**config.mk**
```make
export PLATFORM = sky130hd
export DESIGN_NAME = present16_encrypt_iter
export DESIGN_NICKNAME = d
export VERILOG_FILES = /design/src/rtl/present16_pkg.sv /design/src/rtl/sbox.sv /design/src/rtl/sbox_layer.sv /design/src/rtl/present16_encrypt_iter.sv
export SDC_FILE = /design/constraint.sdc
export NUM_CORES = 1
export LEC_CHECK = 0
export ABC_AREA = 1
export CORE_ASPECT_RATIO = 1.5
export CORE_MARGIN = 5
export CORE_UTILIZATION = 50
export CTS_CLUSTER_DIAMETER = 100
export CTS_CLUSTER_SIZE = 25
export DETAILED_ROUTE_END_ITERATION = 10
export PLACE_DENSITY = 0.74
export SKIP_LAST_GASP = 1
export SYNTH_ARGS = -nofsm -noshare
export SYNTH_HDL_FRONTEND = slang
export SYNTH_SLANG_ARGS = --single-unit
```
**constraint.sdc**
```tcl
create_clock -name clk -period 2.7 [get_ports clk]
set_input_delay 0.27 -clock clk [delete_from_list [all_inputs] [get_ports clk]]
set_output_delay 0.27 -clock clk [all_outputs]
set_load 0.005 [all_outputs]
```
**src/rtl/present16_pkg.sv**
```systemverilog
// rtl/present16_pkg.sv - shared widths, state encoding, S-box table and bit permutation for the 16-bit PRESENT-style cipher
package present16_pkg;

  localparam int BLOCK_W = 16;
  localparam int KEY_W   = 32;

  typedef enum logic [1:0] {IDLE, ROUND, FINAL} state_t;

  // Entry x lives at bits [4x+3:4x]: C 5 6 B 9 0 A D 3 E F 8 4 7 1 2 for x = 0..F.
  localparam logic [63:0] SBOX_TABLE = 64'h2174_8FE3_DA09_B65C;

  function automatic int p_index(int i);
    return (i == 15) ? 15 : (4 * i) % 15;
  endfunction

endpackage

```
**src/rtl/sbox.sv**
```systemverilog
// rtl/sbox.sv - single 4-bit forward S-box lookup
module sbox
  import present16_pkg::*;
(
  input  logic [3:0] x,
  output logic [3:0] y
);

  assign y = SBOX_TABLE[{x, 2'b00} +: 4];

endmodule

```
**src/rtl/sbox_layer.sv**
```systemverilog
// rtl/sbox_layer.sv - forward 16-bit S-box layer, four nibble S-boxes in parallel
module sbox_layer
  import present16_pkg::*;
(
  input  logic [BLOCK_W-1:0] din,
  output logic [BLOCK_W-1:0] dout
);

  for (genvar n = 0; n < BLOCK_W / 4; n++) begin : g_nib
    sbox u_sbox (
      .x (din[4*n +: 4]),
      .y (dout[4*n +: 4])
    );
  end

endmodule

```
**src/rtl/present16_encrypt_iter.sv**
```systemverilog
// rtl/present16_encrypt_iter.sv - iterative one-round-per-clock PRESENT-style encryption with start/done handshake
module present16_encrypt_iter
  import present16_pkg::*;
#(
  parameter int ROUNDS = 15
) (
  input  logic               clk,
  input  logic               rst,
  input  logic               start,
  input  logic [BLOCK_W-1:0] pt_in,
  input  logic [KEY_W-1:0]   key_in,
  output logic               busy,
  output logic               done,
  output logic [BLOCK_W-1:0] ct_out
);

  localparam logic [4:0] LAST_ROUND = 5'(ROUNDS);

  state_t             state_q;
  logic [BLOCK_W-1:0] s_q;
  logic [KEY_W-1:0]   k_q;
  logic [4:0]         r_q;

  logic [BLOCK_W-1:0] sb_in;
  logic [BLOCK_W-1:0] sb_out;
  logic [BLOCK_W-1:0] p_out;
  logic [KEY_W-1:0]   k_rot;
  logic [3:0]         k_nib;
  logic [KEY_W-1:0]   k_next;

  assign sb_in = s_q ^ k_q[31:16];

  sbox_layer u_layer (
    .din  (sb_in),
    .dout (sb_out)
  );

  for (genvar i = 0; i < BLOCK_W; i++) begin : g_perm
    assign p_out[p_index(i)] = sb_out[i];
  end

  // Rotate first, then substitute the new top nibble, then mix in the round index.
  assign k_rot = {k_q[24:0], k_q[31:25]};

  sbox u_key_sbox (
    .x (k_rot[31:28]),
    .y (k_nib)
  );

  assign k_next = {k_nib, k_rot[27:12], k_rot[11:7] ^ r_q, k_rot[6:0]};

  always_ff @(posedge clk or posedge rst) begin
    if (rst) begin
      state_q <= IDLE;
      s_q     <= '0;
      k_q     <= '0;
      r_q     <= '0;
      busy    <= 1'b0;
      done    <= 1'b0;
      ct_out  <= '0;
    end else begin
      done <= 1'b0;
      case (state_q)
        IDLE: begin
          if (start) begin
            s_q     <= pt_in;
            k_q     <= key_in;
            r_q     <= 5'd1;
            busy    <= 1'b1;
            state_q <= ROUND;
          end
        end
        ROUND: begin
          s_q <= p_out;
          k_q <= k_next;
          if (r_q == LAST_ROUND) state_q <= FINAL;
          else                   r_q     <= r_q + 5'd1;
        end
        FINAL: begin
          ct_out  <= s_q ^ k_q[31:16];
          done    <= 1'b1;
          busy    <= 1'b0;
          state_q <= IDLE;
        end
        default: state_q <= IDLE;
      endcase
    end
  end

endmodule
```
# After elaboration in Yosys (flattened, before gate mapping)
# Index checks and enable logic that the tools add are counted.
# totals
out_inout_bits	18
regBits	73
# classes
n_reduce_logical	7
n_shift	5
muxes	13
n_addsub	1
n_eq_ne	6
bitwise	2
# ops
operator	n
$shiftx A64 B7 Y4 const A	5
$pmux W32 S2	1
$mux W32	1
$pmux W16 S2	1
$mux W16	1
$xor A16 B16 Y16	1
$mux W5	2
$pmux W5 S2	1
$ne A2 B2 Y1 const B	3
$reduce_and A2 Y1	3
$add A5 B1 Y5 const B	1
$eq A5 B4 Y1 const B	1
$xor A5 B5 Y5	1
$mux W2	2
$pmux W2 S2	1
$reduce_bool A2 Y1	2
$reduce_and A3 Y1	1
$eq A2 B1 Y1 const B	1
$eq A2 B2 Y1 const B	1
$logic_not A2 Y1	1
$mux W1	2
$pmux W1 S2	1

# Longest topological paths before layout
# depth
ltp_word	3
mapped_depth	11
depth_no_buf	11

# Hierarchy
# A second synthesis with hierarchy kept.
# hier_totals
cells_unflattened	599
hier_area_um2	4481.8
# by_module_without_submodules
mod	n_inst	seq_area_each_um2	area_each_um2	cells_per_inst
present16_encrypt_iter	1	1826.8	3437.0	404
sbox	5	0.0	209.0	39

# Worst setup path after synthesis
# Ideal clock, no wire load.
# synth_timing
path_kind	flip-flop to flip-flop
from	reg k_q[22]
to	reg k_q[30]
path_stages_with_launch	8
period_less_slack_ns	1.560
setup_ns	0.121
t_arrival_ns	1.439
slack_ns	1.140
cell_sequence	dfrtp_1 inv_1 ha_1 or2_2 o211ai_1 o21ai_0 o21bai_1 nand2_1
# synth_via
elab_chain_len	2
# synth_rtl
element	line_no	text
start: declaration	present16_encrypt_iter.sv:21	logic [KEY_W-1:0] k_q;
start signal: assignment	present16_encrypt_iter.sv:67	k_q <= key_in;
start signal: assignment	present16_encrypt_iter.sv:75	k_q <= k_next;
$shiftx A64 B7 Y4	sbox.sv:9	assign y = SBOX_TABLE[{x, 2'b00} +: 4];
$pmux W32 S2	present16_encrypt_iter.sv:63	case (state_q)
# Every way passes these cells.
# A chain may end at the register's enable or synchronous reset.

# Final worst setup path
# Ends and elaborated chain as after synthesis.

==> results.ini <==
[grt]
grt_pass1_wl_mm=18.32
antenna_found_initial=0
busiest_layer=met2
first_global_vias=3824
grtUsageMet3=0.03555
gr-total-overflow=0
met1_usage=0.2752
grt_use_total=0.2119
grt_max_degree=74
gr-usage-met2=0.3476

[worst_setup_path]
worst-path-buf-inv=1
crit_required_ps=2920
critPathSlowestCell=dfrtp_1
critPathTopFamily=flip-flops
cp-start-kind=flop
worstPathArrival_ps=2050
cp_cell_sequence=inv_1 > ha_1 > or2_2 > o211ai_1 > o21ai_0 > o21bai_1 > nand2_1
endpoint_kind=flop
crit_type=flop to flop
cp_max_fo=7
slowest_delay_ps=450

[power]
p_per_area_nw_per_um2=1441
power_mw=7.878
p_leak_nw=2.575
ir_drop_mv=0.6479

[timing]
fin_skew_ps=5.615
worst_pin_slew_ps=593.2
hold_violations=0
slew_violations=0
rsz0062_at_grt=no
setup_ws_ps=869.6
max_freq_mhz=546.3
tns_ps=0
finalSetupViolCount=0
finalCriticalPeriod_ps=1830
period_share=0.6779
maxSlewHeadroom=0.6017

[yosys]
synth-seq-area-share=0.4145
synth_edf_count=0
synth.distinct_cells=32
synth_cells=571
ys_seq_elements=73
synth_warnings=0
syn_area_per_cell_sq_um=7.718
ys_async_sr_fraction=1.000
synthFlopType=dfrtp_1
synth_nets=641
synth_area_sq_um=4407

[die]
core_area_sq_um=8723
dieHeight_microns=125.0
rows=42
dieWidth_microns=86.65
die-area_sq_um=10830
pin_count=69
start_util=0.5052

[route]
drtPass1Iterations=4
detail-route-antenna-nets=0
viasPerCell=5.408
wirelength_mm=10.99
drtIter0Drc=293
wl_per_cell_microns=14.73
remaining_drc_errors=0
vias=4034

[clock_tree]
numClockSinks=73
cts_setup_buffers=0
cts_buffer_depth=2
ctsHoldBuffers=0
htreeDepth=3
cts_root_buffer=clkbuf_16
cts_buffers=9
postCtsResizedCells=0
cts_tree=yes
path_clk_slew_ps=60
clk_latency_ps=340

[flow_run]
cap_violations=0

[place]
gp_congestion=0.8773
dp_slack_ps=768.1
place_area_sq_um=5137
post-dp-hpwl_mm=7.902
io_buffers=68

[cells_and_area]
mostFrequentLayoutCells=nand2_1 (180), dfrtp_1 (73), clkdlybuf4s50_1 (68)
nNetsFinal=701
regArea_sq_um=1827
final_common_cell=nand2_1
final_area_sq_um=5468
nFillCells=782
antenna_cells=0
drive_gt1_frac=0.09119
area_growth_pct=24.08
multi_input_area_sq_um=2267

[outcome]
status=finished clean

[min_path]
hold_path_class=input port to async pin

-- report_power, final --
part | switching (mW) | internal, mW | total (mW)
clock | 0.466 | 0.856 | 1.32
sequential | 0.522 | 1.63 | 2.15
combinational | 2.66 | 1.75 | 4.41
total | 3.64 | 4.23 | 7.88
-- cells by family (layout without fill, tap and decap cells) --
family                     Yosys count  count (layout)  synth area share
AOI/OAI and AO/OA                   84              84            0.1363
xor gates and xnor gates            14              14           0.02783
adders and majority gates           19              19           0.05395
buffers and inverters               72             137           0.07098
DFF                                 73              73            0.4145
and+or+nand+nor                    309             309            0.2964
-- cell type report --
| cell class | instances | share of cell area |
|---|---|---|
| inverters | 50 | 0.03478 |
| well taps | 110 | 0.02517 |
| multi-input cells | 426 | 0.4146 |
| clock inverters | 5 | 0.01419 |
| repair buffers | 71 | 0.1309 |
| flip-flops and latches | 73 | 0.3341 |
| clock buffers | 11 | 0.04622 |
-- synthesized netlist by cell type, types with 3 or more instances --
library cell  number  area share
inv_1             43       0.037
o221a_2           15       0.038
dfrtp_1           73        0.41
a211oi_2           8       0.023
o21ai_1            3      0.0034
inv_2              6      0.0051
a21oi_1           11       0.012
ha_1              19       0.054
xor2_1             7       0.014
nor3_1            11       0.012
a31oi_1            3      0.0043
buf_2             15       0.017
o21ai_0           35       0.040
nand3_1           54       0.061
o211ai_1           6       0.010
nor2_1            54       0.046
xnor2_1            7       0.014
nand2_1          180        0.15
-- worst min-delay path: cells and delay by family --
family                 cells  cell delay, ps
buffers and inverters      3             800
-- per-layer routing --
layer	up-vias	routed length [microns]
met5	-	0
met4	0	266
met3	22	603
met2	105	5601
met1	1916	4521
li1	1991	-
-- flip-flops by register name, indices dropped and copies added (netlist names) --
name and count:
state_q 2, k_q 32, ct_out 16, s_q 16, r_q 5, done 1
busy 1
-- final timing paths --
path,startpoint,end,slack (ps),cells after the start
worst max-delay path,k_q[22]$_DFFE_PP0P_,k_q[30]$_DFFE_PP0P_,870,7
min in group clk,ct_out[6]$_DFFE_PP0P_,ct_out[6]$_DFFE_PP0P_,480,2
worst min register to register,ct_out[6]$_DFFE_PP0P_,ct_out[6]$_DFFE_PP0P_,480,2
worst min-delay path,rst,s_q[13]$_DFFE_PP0P_,330,3
max in group asynchronous,rst,r_q[2]$_DFFE_PP0P_,2050,3
worst max register to register,k_q[22]$_DFFE_PP0P_,k_q[30]$_DFFE_PP0P_,870,7
-- per-stage QoR --
step | std cells | hold slack [ps] | util
2_1_floorplan | 571 | 402.9 | -
3_3_place_gp | 730 | 464.7 | 0.5889
3_5_place_dp | 730 | 472.3 | 0.5889
4_1_cts | 746 | 360.4 | 0.6268
5_1_grt | 746 | 404.3 | 0.6268
6_report | 746 | 333.5 | 0.6268
No activity file was read; power rests on OpenSTA's default activity.
